<file path="src/rtl/wb_arb_pkg.sv">
// Shared types for the two-master Wishbone arbiter.
// Optional build macro: WB_ARB_ROUND_ROBIN_EN (round-robin tie-break).
package wb_arb_pkg;

    localparam int NUM_MASTERS = 2;

    // One-hot encoding doubles as the debug grant vector.
    typedef enum logic [1:0] {
        GNT_NONE = 2'b00,
        GNT_M0   = 2'b01,
        GNT_M1   = 2'b10
    } grant_t;

endpackage

</file>
<file path="src/rtl/wb_arb_pick.sv">
// Combinational chooser for the Wishbone arbiter.
// WB_ARB_ROUND_ROBIN_EN selects a round-robin tie-break; otherwise M1 wins ties.
module wb_arb_pick
    import wb_arb_pkg::*;
(
    input  logic [NUM_MASTERS-1:0] req,
    input  logic                   last,
    output grant_t                 pick
);

`ifndef WB_ARB_ROUND_ROBIN_EN
    logic unused_last;
    assign unused_last = last;
`endif

    always_comb begin
        pick = GNT_NONE;
        unique case (req)
            2'b01: pick = GNT_M0;
            2'b10: pick = GNT_M1;
            2'b11: begin
`ifdef WB_ARB_ROUND_ROBIN_EN
                // Hand the tie to whichever master did not own the bus last.
                pick = last ? GNT_M0 : GNT_M1;
`else
                // Data accesses must never starve behind instruction fetch.
                pick = GNT_M1;
`endif
            end
            default: pick = GNT_NONE;
        endcase
    end

endmodule

</file>
<file path="src/rtl/wb_bus_arbiter.sv">
// Two-master to one-slave classic Wishbone arbiter with cyc-locked grants.
// Optional build macro: WB_ARB_ROUND_ROBIN_EN (round-robin tie-break).
module wb_bus_arbiter
    import wb_arb_pkg::*;
#(
    parameter int ADDR_WIDTH = 32,
    parameter int DATA_WIDTH = 32
) (
    input  logic                    clk,
    input  logic                    reset,

    input  logic                    m0_cyc_i,
    input  logic                    m0_stb_i,
    input  logic                    m0_we_i,
    input  logic [ADDR_WIDTH-1:0]   m0_adr_i,
    input  logic [DATA_WIDTH-1:0]   m0_dat_i,
    input  logic [DATA_WIDTH/8-1:0] m0_sel_i,
    output logic                    m0_ack_o,
    output logic [DATA_WIDTH-1:0]   m0_dat_o,

    input  logic                    m1_cyc_i,
    input  logic                    m1_stb_i,
    input  logic                    m1_we_i,
    input  logic [ADDR_WIDTH-1:0]   m1_adr_i,
    input  logic [DATA_WIDTH-1:0]   m1_dat_i,
    input  logic [DATA_WIDTH/8-1:0] m1_sel_i,
    output logic                    m1_ack_o,
    output logic [DATA_WIDTH-1:0]   m1_dat_o,

    output logic                    s_cyc_o,
    output logic                    s_stb_o,
    output logic                    s_we_o,
    output logic [ADDR_WIDTH-1:0]   s_adr_o,
    output logic [DATA_WIDTH-1:0]   s_dat_o,
    output logic [DATA_WIDTH/8-1:0] s_sel_o,
    input  logic                    s_ack_i,
    input  logic [DATA_WIDTH-1:0]   s_dat_i,

    output logic [1:0]              grant_o
);

    grant_t                 grant_reg;
    grant_t                 grant_next;
    grant_t                 pick;
    logic [NUM_MASTERS-1:0] req;
    logic                   last_sel;

    // Only cyc counts as a request; a stray stb is ignored.
    assign req = {m1_cyc_i, m0_cyc_i};

    wb_arb_pick u_pick (
        .req  (req),
        .last (last_sel),
        .pick (pick)
    );

`ifdef WB_ARB_ROUND_ROBIN_EN
    logic last_reg;

    always_ff @(posedge clk or posedge reset) begin
        if (reset) begin
            last_reg <= 1'b0;
        end else if (grant_reg == GNT_NONE && req != '0) begin
            last_reg <= (pick == GNT_M1);
        end
    end

    assign last_sel = last_reg;
`else
    assign last_sel = 1'b0;
`endif

    always_ff @(posedge clk or posedge reset) begin
        if (reset) begin
            grant_reg <= GNT_NONE;
        end else begin
            grant_reg <= grant_next;
        end
    end

    always_comb begin
        grant_next = grant_reg;
        s_cyc_o    = 1'b0;
        s_stb_o    = 1'b0;
        s_we_o     = 1'b0;
        s_adr_o    = '0;
        s_dat_o    = '0;
        s_sel_o    = '0;
        m0_ack_o   = 1'b0;
        m0_dat_o   = '0;
        m1_ack_o   = 1'b0;
        m1_dat_o   = '0;
        unique case (grant_reg)
            GNT_NONE: begin
                if (req != '0) grant_next = pick;
            end
            GNT_M0: begin
                s_cyc_o  = m0_cyc_i;
                s_stb_o  = m0_stb_i;
                s_we_o   = m0_we_i;
                s_adr_o  = m0_adr_i;
                s_dat_o  = m0_dat_i;
                s_sel_o  = m0_sel_i;
                m0_ack_o = s_ack_i;
                m0_dat_o = s_dat_i;
                // Release always passes through idle: one-cycle bubble between owners.
                if (!m0_cyc_i) grant_next = GNT_NONE;
            end
            GNT_M1: begin
                s_cyc_o  = m1_cyc_i;
                s_stb_o  = m1_stb_i;
                s_we_o   = m1_we_i;
                s_adr_o  = m1_adr_i;
                s_dat_o  = m1_dat_i;
                s_sel_o  = m1_sel_i;
                m1_ack_o = s_ack_i;
                m1_dat_o = s_dat_i;
                if (!m1_cyc_i) grant_next = GNT_NONE;
            end
            default: grant_next = GNT_NONE;
        endcase
    end

    assign grant_o = grant_reg;

endmodule
</file>
<file path="config.mk">
export PLATFORM = sky130hd
export DESIGN_NAME = wb_bus_arbiter
export DESIGN_NICKNAME = d
export VERILOG_FILES = /design/src/rtl/wb_arb_pkg.sv /design/src/rtl/wb_arb_pick.sv /design/src/rtl/wb_bus_arbiter.sv
export SDC_FILE = /design/constraint.sdc
export NUM_CORES = 1
export LEC_CHECK = 0
export ABC_AREA = 0
export CORE_AREA = 2 2 124 126
export CTS_BUF_LIST = sky130_fd_sc_hd__clkbuf_4
export DETAILED_ROUTE_END_ITERATION = 7
export DIE_AREA = 0 0 126 128
export GPL_TIMING_DRIVEN = 0
export PLACE_DENSITY = 0.52
export SLEW_MARGIN = 10
export SYNTH_ARGS = -nofsm -noshare
export SYNTH_HDL_FRONTEND = slang
export SYNTH_SLANG_ARGS = --single-unit
</file>
<file path="constraint.sdc">
create_clock -name clk -period 2 [get_ports clk]
set_clock_uncertainty 0.2 [all_clocks]
set_input_delay 0.3 -clock clk [delete_from_list [all_inputs] [get_ports clk]]
set_output_delay 0.3 -clock clk [all_outputs]
set_load 0.02 [all_outputs]
</file>
==> flow_results.org, run 1 <==
** Setup path
- Longest individual stage delay on the worst path :: 0.45 ns
- Traced cell by cell, the critical path runs through ha_4 -> buf_12 -> buf_12 -> clkbuf_16 -> a22oi_2 -> nor2b_2 -> buf_6.
- The largest individual stage delay along the critical path comes from the cell sky130_fd_sc_hd__dfrtp_2.
- In this run the worst path has a maximum fanout of 7.
- Sort of element at the start of the critical path :: flip-flop
- The worst setup path is captured at a primary output.
- Cell class contributing the biggest share of worst-path delay :: buffers and inverters
- The worst setup path is of the flip-flop to primary output kind.
- Data on the critical path is required at its endpoint by 1.50 ns.
- Together, buffers and inverters on the worst path number 4.
- Across all register-to-register paths, the minimum setup slack is 0.10 ns.
- Cell repeated most along the worst path :: sky130_fd_sc_hd__buf_12
- Crit path DAT :: 1.66 ns

** Floorplan
- For this configuration, the core starts out at a cell density of 0.113.
- The core region is 14,900 um2.
- The floorplan step set the die height to 128 um.
- DIE WIDTH :: 126 um
- Standard-cell rows :: 45
- 316 I/O pins were placed.
- The die covers 16,100 um2.

** Synthesis
- Synthesis inferred 2 register bits.
- sky130_fd_sc_hd__a22oi_1 takes more of the synthesized area than any other cell.
- Top_reg_cell synth :: sky130_fd_sc_hd__dfrtp_1
- The number of different library cells used by synthesis comes to 15.
- Largest cells by area after synthesis :: sky130_fd_sc_hd__a22oi_1, sky130_fd_sc_hd__nor2b_1, sky130_fd_sc_hd__and2_1
- Post-synth top cells :: sky130_fd_sc_hd__a22oi_1, sky130_fd_sc_hd__nor2b_1, sky130_fd_sc_hd__and2_1
- Synthesized area per cell :: 6.60 um2
- Number of standard cells after synthesis :: 255
- Yosys printed 0 warnings.
- Counting flops with an async set or reset pin after synthesis yields a share of 1.00.
- Number of enable flip-flop cells after synthesis :: 0
- Of the post-synthesis cell area, the dominant cell type holds 0.312.
- The number of nets handed over by synthesis was 435.
- The mapped netlist covers 1680 um2.
- For this run, the register share of the synthesized area comes to 0.0297.

** Power and ir drop
- The analysis attributes to cell leakage a power of 2.45 nW.
- Share of total power in sequential cells :: 0.012
- Part of the power in the clock network :: 0.012
- Peak VDD IR :: 0.400 mV
- Switching share of power :: 0.449
- Power density over cell area :: 1200 nW/um2
- The share of total power dissipated in combinational logic is 0.976.
- Power comes to 7.42 mW.
- P_sw :: 3.33 mW
- Internal power consumption :: 4.08 mW

** Final layout
- Once layout is complete, the utilization of the core stands at 0.417.
- Relative to the synthesized area, the layout overhead comes to 268%.
- Final-layout fill cell count :: 1,517
- # nets final :: 768
- Fin cells :: 774
- The register with the most flip-flops in the layout has 2 of them.
- Number of antenna diodes :: 0
- Fraction of layout instances using a drive strength above 1 :: 0.625
- Post-Layout Inst Area :: 6190 um2

** Drt
- Dividing the detail-routed via count by the number of cells gives 4.18.
- After detailed routing, the average wire length per cell comes to 16.3 um.
- The detailed router placed 3,233 vias in this run.
- Residual antenna-violating net count after detailed routing :: 0
- Routed Wire Length :: 12,600 um
- Before antenna repair, the detailed router went through 4 iterations.
- DR DRC count :: 0
- In this run, the number of DRC markers left after iteration 0 of detailed routing was 52.

** Timing
- Setup violations remaining at the end of the flow were counted as 137.
- Sum of negative setup slack :: -10.63 ns
- Final Max Tran Viols :: 0
- Period Utilization, post-route :: 1.08
- Across all hold checks on the routed design, the worst slack comes to 0.0262 ns.
- For the finished layout, the period the worst path requires is 2.16 ns.
- Tightest slew margin relative to the limit :: 0.850
- RSZ-0062 raised after global routing :: true
- Based on the critical path, the design can be clocked at up to 0.463 GHz.
- The total count of hold-check failures in the final report is 0.
- Worst setup slack after layout :: -0.158 ns
- For the pin with the worst max-slew slack, the measured transition is 0.224 ns.

** Global routing
- Across every metal layer, demand over resource in global routing totals 0.140.
- Entering global routing, the biggest net connects 11 pins.
- Global-route wire length before repair :: 18,400 um
- The number of global-route vias before repair came to 3,479.
- After global routing the overflow that remains totals 0.
- Antenna violations before repair :: 0

** Placement
- Input and output buffers added on the ports amount to 315.
- Post-place setup slack :: -0.787 ns
- DPL Wire Length :: 10,100 um
- At the end of routability-driven placement, the weighted congestion stood at 0.763.
- Placed standard-cell area :: 5250 um2
- Placed Cells incl. Taps :: 758

** Clock network
- At the later pin of the worst-skew pair, clock insertion delay measures 0.22 ns.
- Hold Buf Count CTS :: 0
- Clock tree from TritonCTS :: built
- Count of H-tree levels built during CTS :: 1
- Inserted Clock Buffers :: 3
- Clk sink count :: 2
- Counting along the longest clock path gives a buffer depth of 2.
- After clock tree synthesis, the clock-pin slew on the worst setup and hold paths is 0.03 ns.
- Buffer cell driving the clock tree root :: sky130_fd_sc_hd__clkbuf_4

** Flow run
- Total of max-cap violations :: 0

** Status
- The run finished, with violations left.
- Violations in the final reports :: setup timing

** Min path
- Kind of path behind the tightest hold check :: primary input to asynchronous set/reset pin
worst reg2reg max path, stage by stage, from the launching register on:
cell and delay (ns):
sky130_fd_sc_hd__dfrtp_2 0.45, sky130_fd_sc_hd__ha_4 0.18, sky130_fd_sc_hd__buf_12 0.14, sky130_fd_sc_hd__buf_16 0.14
sky130_fd_sc_hd__nand2_1 0.12, sky130_fd_sc_hd__o21ai_4 0.08, sky130_fd_sc_hd__buf_4 0.13, sky130_fd_sc_hd__buf_4 0.12
sky130_fd_sc_hd__a22o_1 0.22
power groups by stage:
stage	registers [mW]	logic (mW)	clock network, mW
after floorplan	0.0979	3.11	0
after global placement	0.0798	5.52	0
after detailed placement	0.0821	5.56	0
after CTS	0.0771	6.73	0.0971
after global routing	0.0921	7.70	0.0947
final	0.0885	7.24	0.0910
area by class of cell:
cell class | instances | area (um2) | share of cell area
repair buffers | 330 | 3320 | 0.535
multi-input cells | 216 | 2120 | 0.343
plain buffers | 29 | 422 | 0.0681
well taps | 188 | 235 | 0.0380
flip-flops and latches | 2 | 51.3 | 0.00828
inverters | 6 | 25.0 | 0.00404
clock buffers | 3 | 22.5 | 0.00364
repair_timing:
| item | 4_1_cts | 5_1_grt |
|---|---|---|
| pin swaps | 10 | 26 |
| endpoints found under the setup margin | 137 | 137 |
| gates cloned | 3 | 5 |
| gates resized for setup | 855 | 114 |
| setup buffers | 5 | 3 |
cell families after synthesis:
group	synth area share
adder cells (fa/ha/maj)	0.0223
AO/OA/AOI/OAI	0.335
flip-flops	0.0297
AND/OR/NAND/NOR	0.512
buffers and inverters	0.101
final timing paths:
check,from,end,cells after the start
worst max-delay path,grant_o[0],s_adr_o[13],7
worst min-delay path,reset,grant_o[0],2
worst max register to register,grant_o[0],grant_o[1],8
worst min register to register,grant_o[0],grant_o[0],1
max in group asynchronous,reset,grant_o[0],2
min in group clk,grant_o[0],grant_o[0],1
per-layer routing:
layer,track usage,part of all wire,vias up
met5,0,0,-
met1,0.150,0.35,1510
li1,-,-,1552
met3,0.0371,0.087,2
met2,0.284,0.56,169
met4,0.0116,0.0013,0
layout by cell type, fill, tap and decap left out, types with 2 or more instances in the layout:
cell type                           n
sky130_fd_sc_hd__clkbuf_8           7
sky130_fd_sc_hd__clkbuf_2           2
sky130_fd_sc_hd__ha_4               3
sky130_fd_sc_hd__buf_4             60
sky130_fd_sc_hd__a22oi_2           70
sky130_fd_sc_hd__and2_4            34
sky130_fd_sc_hd__buf_12            10
sky130_fd_sc_hd__nor2b_2           70
sky130_fd_sc_hd__buf_6             80
sky130_fd_sc_hd__inv_2              2
sky130_fd_sc_hd__clkbuf_4           3
sky130_fd_sc_hd__buf_8              6
sky130_fd_sc_hd__clkdlybuf4s50_1  178
sky130_fd_sc_hd__and2_1            33
sky130_fd_sc_hd__a32o_1             2
sky130_fd_sc_hd__buf_2              9
sky130_fd_sc_hd__inv_1              3
sky130_fd_sc_hd__clkbuf_16          5
(Power assumes the default switching activity.)
==> inputs of run 2 (changes only) <==
Settings changed: ABC_AREA 0 to 1, CAP_MARGIN from default to 20, CORE_AREA 2 2 124 126 to 2 2 122 124, DIE_AREA 0 0 126 128 to 0 0 124 126, PLACE_DENSITY 0.52 to 0.55.
==> run 2 against run 1 <==
Effect of this change:
- the flow still finishes with violations (setup timing)
- core utilization increased by 2.6 points
- highest routed layer unchanged
- maximum frequency decreased by 2.0%
- clock power about the same
- power increased by 6.5%
- critical path type unchanged
- register-to-register slack improved by 0.26 ns
- setup slack got worse by 0.044 ns
- sequential power decreased by 9.7%
- largest cell class unchanged
- synthesized area increased by 8.6%
- largest power group unchanged
==> flow_results.org, run 2 <==
** Status
- The run finished, with violations left.
- The final reports fail on setup timing.

** Timing
- The total count of hold-check failures in the final report came to 0 (unchanged).
- Tightest slew margin relative to the limit :: 0.838 (-0.0115)
- Actual slew at the worst max-slew pin :: 0.242 ns (+0.0172 ns)
- Setup repair after global routing could not meet its margin everywhere.
- Period Utilization, post-route :: 1.10 (+0.0221)
- Final setup fails :: 117 (-15%)
- Post-layout min period :: 2.20 ns (+0.0441 ns)
- The number of pins exceeding their max-slew limit in the final report came to 0 (unchanged).
- Worst setup slack after layout :: -0.203 ns (-0.0441 ns)
- The top achievable clock speed was 0.454 GHz (-2.0%).

** Synthesis
- In the post-synthesis netlist, the cell with the most instances is sky130_fd_sc_hd__nand2_1.
- Number of standard cells after synthesis :: 400 (+57%)
- Number of warnings reported in the yosys synthesis log :: 0 (unchanged)
- Top_reg_cell synth :: sky130_fd_sc_hd__dfrtp_1
- The mean post-synth cell area was 4.57 um2 (-31%).
- Share of async-settable or async-resettable flops after synthesis :: 1.00 (unchanged)
- Number of storage elements in the synthesis netlist :: 2 (unchanged)
- Count of different cell masters after synthesis :: 14 (-1)
- Post-synth top cells :: sky130_fd_sc_hd__nand2_1, sky130_fd_sc_hd__inv_1, sky130_fd_sc_hd__a21oi_1
- Number of nets produced by synthesis :: 580 (+33%)
- The largest total area in the synthesized netlist belongs to sky130_fd_sc_hd__nand2_1.
- Part of the Yosys area used for sequential elements :: 0.0274 (-0.00234)
- Sorting the synthesized cells by area gives the leading types as sky130_fd_sc_hd__nand2_1, sky130_fd_sc_hd__a21oi_1, sky130_fd_sc_hd__inv_1.
- Number of enable flip-flop cells after synthesis :: 0 (unchanged)
- The post-synthesis instance area was 1830 um2 (+8.6%).
- Share of the synthesized area in the top cell type :: 0.425 (+0.113)

** Drt
- Length of the first detailed-routing pass in iterations :: 4 (unchanged)
- The number of DRC markers in iteration 0 is 68 (+31%).
- Total via count after detailed routing :: 3,726 (+15%)
- DR DRC count :: 0 (unchanged)
- The number of nets with antenna violations after routing was 0 (unchanged).
- Post-detailed-route wirelength per cell :: 14.5 um (-11%)
- Mean number of vias per cell :: 4.00 (-4.3%)
- Routed Wire Length :: 13,500 um (+6.6%)

** Global routing
- All-Layer GR Usage :: 0.141 (+0.000707)
- The met3 track utilization from global routing is 0.0349 (-0.00227).
- The number of global-route vias before repair was 3,378 (-2.9%).
- The global-route wire length before repair was 17,400 um (-5.3%).
- M2 GR Usage :: 0.264 (-0.0203)
- After global routing, the most crowded layer is met2.
- Residual overflow from global routing :: 0 (unchanged)
- The initial antenna violation count is 0 (unchanged).
- Met1 demand-to-capacity share in global routing :: 0.165 (+0.0146)
- The largest net degree at the start of global routing was 11 (unchanged).

** Setup path
- The data arrival time of the critical path came to 1.70 ns (+0.04 ns).
- The slowest stage of the critical path is the sky130_fd_sc_hd__dfrtp_1 cell.
- STA classifies the critical path startpoint as a flip-flop.
- Required time worst endpoint :: 1.50 ns (about the same)
- Number of buffer and inverter instances along the worst setup path :: 5 (+1)
- The signal on the critical path passes through inv_2 -> ha_2 -> buf_8 -> buf_12 -> clkbuf_16 -> nand2_1 -> a21oi_2 -> buf_4.
- The longest individual stage delay on the worst path was 0.42 ns (-0.03 ns).
- The worst setup path is captured at a primary output.
- The critical path in this run is classified as flip-flop to primary output.
- Cell class contributing the biggest share of worst-path delay :: buffers and inverters
- The peak fanout along the critical path came to 7 (unchanged).

** Final layout
- Highest-count cells in the layout ignoring fill and taps :: sky130_fd_sc_hd__clkdlybuf4s50_1, sky130_fd_sc_hd__nand2_1, sky130_fd_sc_hd__buf_4, sky130_fd_sc_hd__buf_6
- The number of nets in the layout is 930 (+21%).
- The flip-flop count of the largest register, all copies and words added is 2 (unchanged).
- Leaving out fill and tap cells, the most frequent cell in the layout is sky130_fd_sc_hd__clkdlybuf4s50_1.
- Final-layout fill cell count :: 1,482 (-2.3%)
- Number of antenna diodes :: 0 (unchanged)
- The final non-filler cell area came to 6340 um2 (+2.4%).
- The share of final-layout standard cells stronger than drive strength 1 came to 0.464 (-0.161).
- Area overhead of the layout relative to synthesis :: 247%

** Clock network
- The number of sinks driven by the clock tree came to 2 (unchanged).
- Hold Buf Count CTS :: 0 (unchanged)
- Clk buf depth :: 2 (unchanged)
- The CTS clock-pin slew for the worst setup and hold paths was 0.03 ns (about the same).
- Worst-Skew Late Latency :: 0.23 ns (about the same)
- Inserted Clock Buffers :: 3 (unchanged)
- Buffer cell driving the clock tree root :: sky130_fd_sc_hd__clkbuf_4
- Clock tree from TritonCTS :: built
- The maximum level of the CTS H-tree was 1 (unchanged).

** Power and ir drop
- Power density over cell area :: 1250 nW/um2 (+4.1%)
- Peak VDD IR :: 0.636 mV (+59%)
- The leakage component of the power was 3.18 nW (+30%).

** Placement
- I/O Buffers :: 315 (unchanged)
- Post-place setup slack :: -0.824 ns (-0.0374 ns)
- The final RePlAce weighted congestion was 0.746 (-2.2%).
- The post-DP HPWL is 9850 um (-2.9%).
- The post-place instance area is 5210 um2 (-0.69%).

** Floorplan
- The starting density of the core came to 0.128 (+0.0144).
- Standard-cell rows :: 44 (-2.2%)
- Die Span Y :: 126 um (-1.6%)
- Num ports :: 316 (unchanged)
- DIE WIDTH :: 124 um (-1.6%)
- The area of the die is 15,600 um2 (-3.1%).
- The standard cell core area was 14,300 um2 (-3.7%).

** Flow run
- The number of violations of the max-capacitance limit is 0 (unchanged).

** Min path
- Kind of path behind the tightest hold check :: primary input to asynchronous set/reset pin
[run 2: changes by cell type after synthesis, sizes merged, moves of 9 or more]
cell and change:
nand2 +216, a21oi +70, a22oi -70, nor2b -70
and2 -67, inv +67, buf +9, clkbuf -9
[run 2: layer usage]
metal  part of all wire  wire length, um
met1               0.38             5130
met2               0.52             7000
met3              0.094             1260
met4             0.0066               89
met5                  0                0
[run 2: power by group]
part	internal, mW	leakage (nW)	switching, mW
Clock	0.0663	0.0138	0.0243
Sequential	0.0589	0.0257	0.0210
Combinational	3.77	3.14	3.96
[run 2: worst paths after layout]
path | from | to | slack [ns] | depth (start not counted)
min reg2reg | grant_o[1] | grant_o[1] | 0.50 | 3
min | reset | grant_o[1] | 0.05 | 2
max in group asynchronous | reset | grant_o[0] | 1.43 | 2
max reg2reg | grant_o[0] | grant_o[0] | 0.36 | 10
min in group clk | grant_o[1] | grant_o[1] | 0.50 | 3
max | grant_o[1] | s_dat_o[25] | -0.20 | 8
[run 2: cell families (layout without fill, tap and decap cells)]
family	count (synthesis)	after routing	synth area share
and+or+nand+nor	221	221	0.469
buffers and inverters	104	452	0.271
AOI/OAI and AO/OA	70	70	0.212
adders and majority gates	3	3	0.0206
DFF	2	2	0.0274
[run 2: repair_timing]
action / in CTS / in global routing
gates cloned: 2 / 14
pin swaps: 1 / 47
setup buffers: 4 / 13
endpoints found under the setup margin: 137 / 137
gates resized for setup: 678 / 303
[run 2: area by class of cell]
cell class | instances | area [um2] | share of cell area
timing repair buffer | 347 | 3590 | 0.566
multi-input combinational | 294 | 1720 | 0.271
inverter | 73 | 277 | 0.0436
tap | 184 | 230 | 0.0363
buffer | 29 | 454 | 0.0716
sequential | 2 | 50.0 | 0.00789
clock buffer | 3 | 22.5 | 0.00355
[run 2: per-stage QoR]
step                      TNS (ns)  instances  utilization  power (mW)  hold WS, ns
after floorplan                  0        400            -        2.97       -0.159
after global placement      -65.68        899        0.364        5.61        0.273
after detailed placement    -66.40        899        0.364        5.60        0.285
after CTS                   -16.43        908        0.364        6.15       0.0425
after global routing        -24.89        932        0.443        8.43       0.0772
final                       -14.93        932        0.443        7.90       0.0450
==> inputs of run 3 (changes only) <==
Settings changed: GPL_ROUTABILITY_DRIVEN from default to 0, SKIP_LAST_GASP from default to 1.
Clock period 2 ns to 2.4 ns, I/O delays scaled along.
==> run 3 against run 2 <==
Effect of this change:
- the flow now finishes without violations
- core utilization decreased by 11 points
- count of clock-buffer cells in the layout unchanged
- non-clock buffer count decreased by 30
- cell area decreased by 25%
- worst hold slack improved by 0.060 ns
- setup slack improved by 0.25 ns
- critical path depth decreased by 2
- die area unchanged
- register-to-register slack improved by 0.53 ns
- sequential cell count unchanged
- via count decreased by 7.2%
- critical endpoint is now s_cyc_o
- highest routed layer unchanged
==> flow_results.org, run 3 (synthesized netlist as in run 2, its figures left out) <==
** Final layout
- The utilization after layout is 0.331 (-0.112).
- Area overhead of the layout relative to synthesis :: 159%
- Highest-count cells in the layout ignoring fill and taps :: sky130_fd_sc_hd__nand2_1, sky130_fd_sc_hd__clkdlybuf4s50_1, sky130_fd_sc_hd__clkbuf_2, sky130_fd_sc_hd__inv_1, sky130_fd_sc_hd__a21oi_1
- The flip-flop count of the largest register, all copies and words added came to 2 (unchanged).
- The number of nets in the layout was 900 (-3.2%).
- Post-Layout Inst Area :: 4740 um2 (-25%)
- Fraction of layout instances using a drive strength above 1 :: 0.253 (-0.210)
- Fin cells :: 902 (-3.2%)
- Leaving out fill and tap cells, the most frequent cell in the layout is sky130_fd_sc_hd__nand2_1.
- Number of antenna diodes :: 0 (unchanged)

** Timing
- Tightest slew margin relative to the limit :: 0.833 (-0.00500)
- The slew at the pin closest to its max-slew limit was 0.250 ns (+0.00826 ns).
- The number of pins exceeding their max-slew limit in the final report was 0 (unchanged).
- Final Hold Vio Count :: 0 (unchanged)
- The count of final setup violators is 0 (-100%).
- Period Utilization, post-route :: 0.982
- RSZ-0062 raised after global routing :: true
- Max Freq :: 0.424 GHz
- Post-layout min period :: 2.36 ns

** Min path
- Kind of path behind the tightest hold check :: primary input to asynchronous set/reset pin

** Flow run
- The number of violations of the max-capacitance limit is 0 (unchanged).

** Drt
- The per-cell via count in the routed design was 3.83 (-4.1%).
- Routed Wire Length :: 11,900 um (-11%)
- Total via count after detailed routing :: 3,457 (-7.2%)
- The count of TritonRoute iterations in the first routing pass came to 4 (unchanged).
- The number of nets with antenna violations after routing is 0 (unchanged).
- The final routed DRC violation total was 0 (unchanged).
- Initial DRC Count :: 67 (-1.5%)
- Post-detailed-route wirelength per cell :: 13.2 um (-8.4%)

** Setup path
- The critical path goes through inv_1 -> ha_1 -> inv_2 -> buf_4 -> nor2_1 -> dlygate4sd2_1.
- On the critical path, the stage with the largest delay is an instance of sky130_fd_sc_hd__dfrtp_1.
- The peak fanout along the critical path is 10 (+3).
- Reg2reg setup slack :: 0.89 ns (+0.53 ns)
- The endpoint identified for the worst register-to-register timing path is grant_o[0].
- Crit path DAT :: 1.80 ns (+0.10 ns)
- The critical path is of the flip-flop to primary output type.
- Longest individual stage delay on the worst path :: 0.40 ns (-0.02 ns)
- The worst setup path is launched from a flip-flop.
- The number of cells on the worst reg-to-reg path is 9 (-1).
- Required time worst endpoint :: 1.84 ns (+0.34 ns)
- The startpoint identified for the worst register-to-register timing path is grant_o[1].
- Worst setup EP type :: primary output

** Global routing
- The global routing met1 resource utilization is 0.158 (-0.00683).
- met2 is the most crowded layer.
- Met3 global-route usage :: 0.0331 (-0.00181)
- The largest net degree at the start of global routing was 11 (unchanged).
- The initial antenna violation count came to 0 (unchanged).
- M2 GR Usage :: 0.261 (-0.00226)
- Vias in the first global route :: 3,303 (-2.2%)
- Residual overflow from global routing :: 0 (unchanged)
- The global-route wire length before repair was 17,000 um (-2.3%).
- The global-route usage over all layers was 0.137 (-0.00380).

** Power and ir drop
- The leakage component of the power came to 2.60 nW (-18%).
- Design Power :: 4.27 mW (-46%)
- The power density normalized to cell area was 901 nW/um2 (-28%).
- Peak VDD IR :: 0.357 mV (-44%)

** Clock network
- The buffers inserted during post-CTS setup optimization came to 0 (-4).
- Clock tree from TritonCTS :: built
- The maximum count of clock buffers along a single path is 2 (unchanged).
- Clk slew on worst S/H paths :: 0.03 ns (about the same)
- The number of buffers created by CTS was 3 (unchanged).
- Count of H-tree levels built during CTS :: 1 (unchanged)
- Worst-Skew Late Latency :: 0.22 ns (about the same)
- The number of sinks driven by the clock tree is 2 (unchanged).
- The root buffer cell chosen for the clock tree is sky130_fd_sc_hd__clkbuf_4.

** Floorplan
- Standard-cell rows :: 44 (unchanged)
- The die height was 126 um (unchanged).
- DIE AREA :: 15,600 um2 (unchanged)
- The starting density of the core was 0.128 (unchanged).
- The die boundary width came to 124 um (unchanged).
- The standard cell core area was 14,300 um2 (unchanged).
- The number of primary I/O pins is 316 (unchanged).

** Placement
- DPL Wire Length :: 9850 um (unchanged)
- Placed standard-cell area :: 5210 um2 (unchanged)
- I/O Buffers :: 315 (unchanged)
- The count of placed standard cells including taps was 899 (unchanged).

** Status
- Run status :: finished clean
==> run 3: cell types whose count changed in the layout (fill, tap and decap cells not counted), moves of 8 or more <==
cell,before,now
sky130_fd_sc_hd__clkbuf_16,17,0
sky130_fd_sc_hd__dlygate4sd2_1,0,8
sky130_fd_sc_hd__nand2_1,154,207
sky130_fd_sc_hd__a21oi_1,29,58
sky130_fd_sc_hd__buf_8,14,2
sky130_fd_sc_hd__buf_4,77,18
sky130_fd_sc_hd__nand2_4,32,0
sky130_fd_sc_hd__a21oi_2,39,12
sky130_fd_sc_hd__buf_6,68,7
sky130_fd_sc_hd__inv_1,33,71
sky130_fd_sc_hd__clkbuf_2,0,74
sky130_fd_sc_hd__buf_2,8,42
sky130_fd_sc_hd__inv_2,39,2
sky130_fd_sc_hd__nand2_2,31,10
==> run 3: critical path: cells and delay by family (launching register included) <==
kind	cells	cell delay (ns)
flip-flops	1	0.40
adder cells (fa/ha/maj)	1	0.28
buffers and inverters	4	0.81
AND/OR/NAND/NOR	1	0.07
==> run 3: layout make-up <==
class	instances	area (um2)
plain buffers	31	302
clock buffers	3	22.5
fillers	1684	9580
inverters	73	274
multi-input cells	294	1290
flip-flops and latches	2	50.0
well taps	184	230
repair buffers	315	2570
==> run 3: where the power goes <==
group	total, mW	leakage, nW	switching (mW)	internal (mW)
logic	4.13	2.56	2.61	1.52
registers	0.0660	0.0257	0.0169	0.0491
clock network	0.0749	0.0138	0.0196	0.0552
==> run 3: worst max-delay path by stage <==
stage | from | endpoint | slack (ns) | cells after the start
2_1_floorplan | grant_o[0] | s_adr_o[0] | 0.36 | 7
3_3_place_gp | grant_o[1] | s_adr_o[1] | -0.46 | 6
3_5_place_dp | grant_o[1] | s_adr_o[1] | -0.48 | 6
4_1_cts | grant_o[1] | s_cyc_o | -0.06 | 6
5_1_grt | grant_o[1] | s_cyc_o | -0.1 | 6
6_report | grant_o[1] | s_cyc_o | 0.04 | 6
==> run 3: metrics by stage <==
stage / setup TNS [ns] / setup WS [ns] / hold WS (ns)
final: 0 / 0.0442 / 0.105
after global routing: -0.619 / -0.0969 / 0.137
after CTS: -0.0778 / -0.0638 / 0.103
after detailed placement: -19.83 / -0.484 / 0.345
after global placement: -19.10 / -0.458 / 0.333
after floorplan: 0 / 0.360 / -0.0988
==> run 3: routing by layer <==
| layer | share of wire | wire length, um |
|---|---|---|
| met5 | 0 | 0 |
| met3 | 0.11 | 1270 |
| met4 | 0.0070 | 84 |
| met2 | 0.49 | 5850 |
| met1 | 0.40 | 4730 |
==> run 3: what timing repair did <==
action / 4_1_cts / 5_1_grt
endpoints found under the setup margin: 137 / 135
resized for setup: 281 / 199
hold buffers: 0 / 0
hold endpoints to repair: 0 / 0
